$ cat config.mk
export PLATFORM = sky130hd
export DESIGN_NAME = cmd_saver
export DESIGN_NICKNAME = d
export VERILOG_FILES = /design/src/rtl/trs_cmd_pkg.sv /design/src/rtl/cmd_byte_pipe.sv /design/src/rtl/cmd_saver.sv
export SDC_FILE = /design/constraint.sdc
export NUM_CORES = 1
export LEC_CHECK = 0
export ABC_AREA = 1
export CORE_MARGIN = 5
export CORE_UTILIZATION = 25
export CTS_CLUSTER_DIAMETER = 200
export DETAILED_ROUTE_END_ITERATION = 8
export DONT_BUFFER_PORTS = 1
export PLACE_DENSITY_LB_ADDON = 0.08
export SYNTH_ARGS = -nofsm -noshare
export SYNTH_HDL_FRONTEND = slang
export SYNTH_SLANG_ARGS = --single-unit
$ cat constraint.sdc
create_clock -name clock -period 4.4 [get_ports clock]
set_input_delay 0.88 -clock clock [delete_from_list [all_inputs] [get_ports clock]]
set_output_delay 0.88 -clock clock [all_outputs]
set_load 0.02 [all_outputs]
$ cat src/rtl/trs_cmd_pkg.sv
// Shared TRS-80 /CMD definitions used by cmd_saver and cmd_loader.
// Record type codes, saver FSM states and the load-record length byte encoding.
package trs_cmd_pkg;

    localparam logic [7:0] CMD_REC_LOAD = 8'h01;
    localparam logic [7:0] CMD_REC_XFER = 8'h02;

    typedef enum logic [3:0] {
        S_IDLE,
        S_REC_TYPE,
        S_REC_LEN,
        S_REC_ALO,
        S_REC_AHI,
        S_RD_REQ,
        S_RD_WAIT,
        S_DATA,
        S_TRL_TYPE,
        S_TRL_LEN,
        S_TRL_LO,
        S_TRL_HI,
        S_FINISH
    } saver_state_t;

    // The length byte counts the two address bytes, so 254/255/256 data bytes encode as 00/01/02.
    function automatic logic [7:0] cmd_len_byte(input logic [7:0] n);
        return n + 8'd2;
    endfunction

endpackage

$ cat src/rtl/cmd_byte_pipe.sv
// One-entry output register for the /CMD byte stream.
// Holds out_data/out_valid until out_valid & out_ready, and counts the file offset of each byte.
module cmd_byte_pipe (
    input  logic        clock,
    input  logic        reset_n,
    input  logic        clear,
    input  logic        load,
    input  logic [7:0]  load_data,
    input  logic        out_ready,
    output logic [7:0]  out_data,
    output logic        out_valid,
    output logic [23:0] out_addr,
    output logic        can_load
);

    logic fire;

    assign fire     = out_valid & out_ready;
    // A new byte may enter when the register is empty or its byte leaves this cycle.
    assign can_load = ~out_valid | out_ready;

    always_ff @(posedge clock or negedge reset_n) begin
        if (!reset_n) begin
            out_data  <= 8'h00;
            out_valid <= 1'b0;
            out_addr  <= 24'h000000;
        end else begin
            if (load) begin
                out_valid <= 1'b1;
                out_data  <= load_data;
            end else if (fire) begin
                out_valid <= 1'b0;
            end
            if (clear) begin
                out_addr <= 24'h000000;
            end else if (fire) begin
                out_addr <= out_addr + 24'd1;
            end
        end
    end

endmodule

$ cat src/rtl/cmd_saver.sv
// Reads a TRS-80 memory range and streams it out as a /CMD file:
// type-01 load records of up to BLOCK_MAX bytes followed by one type-02 transfer record.
module cmd_saver
    import trs_cmd_pkg::*;
#(
    parameter int BLOCK_MAX   = 256,
    parameter int MEM_LATENCY = 1
) (
    input  logic         clock,
    input  logic         reset_n,
    input  logic         start,
    input  logic [15:0]  start_addr,
    input  logic [15:0]  end_addr,
    input  logic [15:0]  exec_addr,
    output logic [15:0]  mem_addr,
    output logic         mem_rd,
    input  logic [7:0]   mem_data,
    output logic [7:0]   out_data,
    output logic         out_valid,
    input  logic         out_ready,
    output logic [23:0]  out_addr,
    output logic         busy,
    output logic         done,
    output logic         error,
    output saver_state_t state
);

    localparam logic [16:0] BLK = 17'(BLOCK_MAX);
    localparam logic [2:0]  LAT = 3'(MEM_LATENCY);

    logic [15:0] cur;
    logic [15:0] exec;
    logic [16:0] rec_left;
    logic [16:0] total_left;
    logic [2:0]  lat_cnt;
    logic [7:0]  rd_byte;
    logic        can_load;
    logic        load;
    logic [7:0]  load_byte;
    logic        accept;

    assign accept = (state == S_IDLE) && start && (end_addr >= start_addr);

    always_comb begin
        load      = 1'b0;
        load_byte = 8'h00;
        if (can_load) begin
            case (state)
                S_REC_TYPE: begin load = 1'b1; load_byte = CMD_REC_LOAD;                end
                S_REC_LEN:  begin load = 1'b1; load_byte = cmd_len_byte(rec_left[7:0]); end
                S_REC_ALO:  begin load = 1'b1; load_byte = cur[7:0];                    end
                S_REC_AHI:  begin load = 1'b1; load_byte = cur[15:8];                   end
                S_DATA:     begin load = 1'b1; load_byte = rd_byte;                     end
                S_TRL_TYPE: begin load = 1'b1; load_byte = CMD_REC_XFER;                end
                S_TRL_LEN:  begin load = 1'b1; load_byte = 8'h02;                       end
                S_TRL_LO:   begin load = 1'b1; load_byte = exec[7:0];                   end
                S_TRL_HI:   begin load = 1'b1; load_byte = exec[15:8];                  end
                default:    ;
            endcase
        end
    end

    always_ff @(posedge clock or negedge reset_n) begin
        if (!reset_n) begin
            state      <= S_IDLE;
            cur        <= 16'h0000;
            exec       <= 16'h0000;
            rec_left   <= 17'd0;
            total_left <= 17'd0;
            lat_cnt    <= 3'd0;
            rd_byte    <= 8'h00;
            mem_addr   <= 16'h0000;
            mem_rd     <= 1'b0;
            busy       <= 1'b0;
            done       <= 1'b0;
            error      <= 1'b0;
        end else begin
            mem_rd <= 1'b0;
            done   <= 1'b0;
            error  <= 1'b0;
            case (state)
                S_IDLE: begin
                    if (start) begin
                        if (end_addr < start_addr) begin
                            error <= 1'b1;
                        end else begin
                            cur        <= start_addr;
                            exec       <= exec_addr;
                            total_left <= {1'b0, end_addr} - {1'b0, start_addr} + 17'd1;
                            busy       <= 1'b1;
                            state      <= S_REC_TYPE;
                        end
                    end
                end
                S_REC_TYPE: if (load) begin
                    rec_left <= (total_left < BLK) ? total_left : BLK;
                    state    <= S_REC_LEN;
                end
                S_REC_LEN: if (load) state <= S_REC_ALO;
                S_REC_ALO: if (load) state <= S_REC_AHI;
                S_REC_AHI: if (load) state <= S_RD_REQ;
                // Read only once the previous byte has left, so reads stall with the sink.
                S_RD_REQ: if (!out_valid) begin
                    mem_addr <= cur;
                    mem_rd   <= 1'b1;
                    lat_cnt  <= 3'd0;
                    state    <= S_RD_WAIT;
                end
                S_RD_WAIT: begin
                    if (lat_cnt == LAT) begin
                        rd_byte <= mem_data;
                        state   <= S_DATA;
                    end else begin
                        lat_cnt <= lat_cnt + 3'd1;
                    end
                end
                S_DATA: if (load) begin
                    cur        <= cur + 16'd1;
                    rec_left   <= rec_left - 17'd1;
                    total_left <= total_left - 17'd1;
                    if (rec_left == 17'd1) begin
                        state <= (total_left == 17'd1) ? S_TRL_TYPE : S_REC_TYPE;
                    end else begin
                        state <= S_RD_REQ;
                    end
                end
                S_TRL_TYPE: if (load) state <= S_TRL_LEN;
                S_TRL_LEN:  if (load) state <= S_TRL_LO;
                S_TRL_LO:   if (load) state <= S_TRL_HI;
                S_TRL_HI:   if (load) state <= S_FINISH;
                S_FINISH: if (can_load) begin
                    done  <= 1'b1;
                    busy  <= 1'b0;
                    state <= S_IDLE;
                end
                default: state <= S_IDLE;
            endcase
        end
    end

    cmd_byte_pipe u_pipe (
        .clock     (clock),
        .reset_n   (reset_n),
        .clear     (accept),
        .load      (load),
        .load_data (load_byte),
        .out_ready (out_ready),
        .out_data  (out_data),
        .out_valid (out_valid),
        .out_addr  (out_addr),
        .can_load  (can_load)
    );

endmodule
; Yosys cells after proc, flatten, opt, wreduce, memory -nomap -nowiden
; Index checks and enable logic that the tools add are counted.
; W data, S select, Z words.
[op_classes]
n_bitwise = 4
magnitude_cmp = 3
n_addsub = 8
eq_ne = 30
muxes = 51
n_reduce_logical = 19
[op_table]
columns = op, n
row1 = $mux W17, 6
row2 = $pmux W17 S2, 2
row3 = $mux W4, 16
row4 = $pmux W8 S8, 1
row5 = $pmux W4 S13, 1
row6 = $mux W16, 3
row7 = $mux W24, 2
row8 = $eq A17 B1 Y1 const B, 2
row9 = $sub A17 B1 Y17 const B, 2
row10 = $pmux W16 S2, 1
row11 = $ne A2 B2 Y1 const B, 15
row12 = $add A24 B1 Y24 const B, 1
row13 = $eq A4 B4 Y1 const B, 5
row14 = $add A17 B1 Y17 const B, 1
row15 = $lt A17 B9 Y1 const B, 1
row16 = $sub A16 B16 Y17, 1
row17 = $add A16 B1 Y16 const B, 1
row18 = $eq A4 B3 Y1 const B, 4
row19 = $ge A16 B16 Y1, 1
row20 = $lt A16 B16 Y1, 1
row21 = $mux W1, 14
row22 = $reduce_and A14 Y1, 1
row23 = $reduce_bool A2 Y1, 6
row24 = $reduce_and A3 Y1, 3
row25 = other kinds (18), 24
[word_totals]
wordCells = 130
register_bits = 134
out_inout_bits = 57
in_bits = 60

; Longest topological paths before layout
[logic_depth]
word_depth = 6
ltp_mapped = 16

; Modules after synthesis
; From an unflattened synthesis, not the netlist that was laid out.
[unflattened]
cells_unflattened = 1325
area_unflattened_um2 = 9293.9
[modules_own_cells]
columns = mod, n_inst, area_per_inst_um2, cells_each
row1 = cmd_saver, 1, 7495.9, 1075
row2 = cmd_byte_pipe, 1, 1798.0, 250

; Worst setup path after synthesis
; No wires, ideal clock.
[synth_path]
kind = input -> register
start = in start_addr[2]
end = reg total_left[6]
arrival_time_ns = 2.568
setup_ns = 0.117
n_path_buf = 0
required_ns = 4.283
stages = 11
path_slack_ns = 1.715
cell_sequence = inv_1 ha_1 fa_1 or2_2 nand3b_1 nand2_1 or2_2 nand3_1 nand2_1 nand2_1 nand2_1
[synth_between]
elab_chain_len = 5
elab_cells_between_ends = 8
[synth_rtl]
columns = element, line
row1 = from (decl), cmd_saver.sv:12  ; input logic [15:0] start_addr,
row2 = $sub A16 B16 Y17, cmd_saver.sv:89  ; total_left <= {1'b0, end_addr} - {1'b0, start_addr} + 17'd1;
row3 = $add A17 B1 Y17, cmd_saver.sv:89
row4 = $mux W17, cmd_saver.sv:84  ; if (end_addr < start_addr) begin
row5 = $mux W17, cmd_saver.sv:83  ; if (start) begin
row6 = $pmux W17 S2, cmd_saver.sv:81  ; case (state)
row7 = to (signal assigned), cmd_saver.sv:89
row8 = to (signal assigned), cmd_saver.sv:120  ; total_left <= total_left - 17'd1;
row9 = to (decl), cmd_saver.sv:34  ; logic [16:0] total_left;
; Several ways; a longest one is shown, not always the timed one. The select of a mux whose other input is x is not followed.
; A chain may end at the register's enable or synchronous reset.

; Worst setup path in the final report
[layout_path]
start = in start_addr[8]
end = reg total_left[11]
; Same word-level chain as after synthesis.

==> impl_metrics.json <==
{
  "grt-ovfl-total": 0,
  "fin_area_um2": 10180,
  "grt_max_degree": 135,
  "setup_violations": 0,
  "cts_hold_buf": 0,
  "period_minus_slack_ps": 3174,
  "reg2reg_depth": 10,
  "place.gp.congestion": 0.8067,
  "htree_levels": 4,
  "synthCells": 1317,
  "vias_per_cell": 4.612,
  "synth_edf_count": 0,
  "p_leak_uw": 0.005062,
  "worstSetupPathType": "in -> reg",
  "final_util": 0.2801,
  "fin_skew_ps": 9.812,
  "antenna_found_initial": 0,
  "layout_common_cells": "nand2_1 (413), inv_1 (160), nand3_1 (135)",
  "postSynth.asyncResetShare": 1.000,
  "max_stage_delay_ps": 460,
  "critPathRequiredTime_ps": 4720,
  "cts_buffers": 17,
  "final_common_cell": "nand2_1",
  "tns_ps": 0,
  "numClockSinks": 134,
  "ys.flop_type": "dfrtp_1",
  "initial_core_util": 0.2518,
  "cp-end-kind": "flip-flop",
  "avgSynthCellArea_um2": 6.950,
  "ys_seq_elements": 134,
  "areaGrowthSynthToFinish_pct": 11.25,
  "status": "finished clean",
  "die-area_um2": 40540,
  "worst_pin_slew_ps": 920.0,
  "antenna_left": 0,
  "clkSlewWorstSetupHoldPaths_ps": 60,
  "r2r-start": "state[1]$_DFFE_PN0P_",
  "syn-num-nets": 1429,
  "whs_ps": 155.0,
  "cts_setup_buffers": 0,
  "synth_area_leader_cell": "dfrtp_1",
  "finalCritPeriodShare": 0.7214,
  "grt_pass1_wl_mm": 50.76,
  "final-hold-violation-count": 0,
  "cp.depth": 11,
  "synth_top_area_share": 0.3664,
  "synth_cell_type_count": 45,
  "antenna_cells": 0,
  "cts_tree": "yes",
  "critPathTopFamily": "simple AND/OR/NAND/NOR gates",
  "clk_path_buf_depth": 2,
  "syn-cell-area_um2": 9153,
  "slew_headroom": 0.3860,
  "crit_buf_inv": 2,
  "drt_iter0_drc": 419,
  "cp-start-kind": "input pin",
  "drcViolationCount": 0,
  "die_h_um": 201.3,
  "cp.arrival_ps": 3490,
  "drt_pass1_iterations": 5,
  "layout-drive-gt1-share": 0.05914,
  "seq_area_um2": 3353,
  "fp.coreArea_um2": 36350,
  "synth_seq_area_share": 0.3664,
  "multi_input_area_um2": 4999,
  "drv_slew": 0,
  "fp-row-count": 70,
  "die_width_um": 201.3,
  "num-nets-final": 1419,
  "cp_max_fo": 33,
  "totalWireLength_mm": 32.09,
  "critPathSlowestCell": "nand2_2",
  "grt_usage": 0.1597,
  "io_pins": 117,
  "critPathMostFrequentCell": "nand2_2",
  "powerDensity_nw_per_um2": 625.7,
  "root_buffer": "clkbuf_16",
  "rsz0062_at_grt": "false",
  "grt_pass1_vias": 8458,
  "cp_cell_sequence": "inv_1, ha_1, fa_1, a31o_2, a21oi_1, nand2_2, nand2_2, nand2_2, buf_4, nand2_1, nand2_1",
  "hpwlAfterDp_mm": 24.09,
  "io_buffers": 0,
  "cts_resized": 0,
  "hp-class": "in -> async",
  "vias": 8241,
  "placed_area_um2": 9617,
  "crit_start": "start_addr[8]",
  "fmax_mhz": 315.1,
  "yosys_warnings": 0,
  "vdd_ir_drop_max_mv": 0.3107,
  "power_uw": 6371,
  "clock_latency_ps": 440,
  "nFillCells": 4058,
  "cap_viol_max_count": 0,
  "synth_top_cells_by_area": "dfrtp_1 (37%), nand2_1 (17%), nand3_1 (7.4%), inv_1 (6.6%), ha_1 (6.0%)",
  "wl_per_cell_um": 17.96
}
cell usage after synthesis, types with 3 or more instances:
| cell | number |
|---|---|
| xor2_1 | 23 |
| mux2_2 | 5 |
| inv_2 | 8 |
| o211ai_1 | 3 |
| nand2_2 | 6 |
| ha_1 | 44 |
| nand2_1 | 413 |
| buf_2 | 14 |
| nand3b_1 | 3 |
| or2_2 | 4 |
| inv_1 | 160 |
| buf_4 | 6 |
| xnor2_1 | 3 |
| nor2_2 | 10 |
| clkbuf_1 | 8 |
| o21ai_0 | 72 |
| o22ai_1 | 8 |
| a31oi_1 | 7 |
| nand3_1 | 135 |
| o21ai_1 | 12 |
| dfrtp_1 | 134 |
| buf_1 | 5 |
| nor3_1 | 26 |
| a21oi_1 | 34 |
| nor2_1 | 126 |
| fa_1 | 8 |
| nand4_1 | 18 |
where the power goes:
part	total (µW)	switching (µW)	internal [µW]	leakage [µW]
registers	2510	779	1730	0.00170
logic	2440	1650	797	0.00309
clock network	1420	622	797	0.000271
kinds of logic (layout without fill, tap and decap cells):
logic type               count (synthesis)  in the layout  share of synthesized area
AND/OR/NAND/NOR                        749            749                     0.3476
buffers and inverters                  202            204                    0.08749
AO/OA/AOI/OAI                          149            149                    0.08982
flip-flops                             134            134                     0.3664
adder cells (fa/ha/maj)                 52             52                    0.07765
XOR/XNOR                                26             26                    0.02488
multiplexers                             5              5                   0.006151
stage by stage:
step,instances,worst slack [ps]
floorplan,1317,1715
global placement,1756,796.9
detailed placement,1756,711.7
CTS,1787,1194
global route,1787,994.4
finish,1787,1226
path summary, 6_finish.rpt:
path                                                   to  slack [ps]
min                        u_pipe.out_addr[4]$_DFFE_PN0P_         150
max reg2reg                            cur[8]$_DFFE_PN0P_        1770
max in group asynchronous         mem_addr[6]$_DFFE_PN0P_        4020
max                            total_left[11]$_DFFE_PN0P_        1230
min in group clock                    exec[9]$_DFFE_PN0P_         470
min reg2reg                           exec[9]$_DFFE_PN0P_         470
metal layers:
layer,wire length (µm),global-route usage,vias up
li1,-,-,4204
met1,14130,0.2006,3871
met2,15830,0.2738,138
met3,1516,0.04222,28
met4,611,0.03955,0
met5,0,0,-
final cells by class:
cell class              instances  share of cell area
inverters                     169             0.06255
flip-flops and latches        134              0.3293
clock buffers                  18             0.04313
repair buffers                  4            0.004178
clock inverters                13             0.01241
multi-input cells             981              0.4909
well taps                     468             0.05751
sequential cells by signal, summed over array words and instances (netlist names), 3 cells and up:
name,cells
u_pipe.out_data,8
lat_cnt,3
rec_left,17
u_pipe.out_addr,24
mem_addr,16
state,4
total_left,17
rd_byte,8
exec,16
cur,16
(Power assumes the default switching activity.)
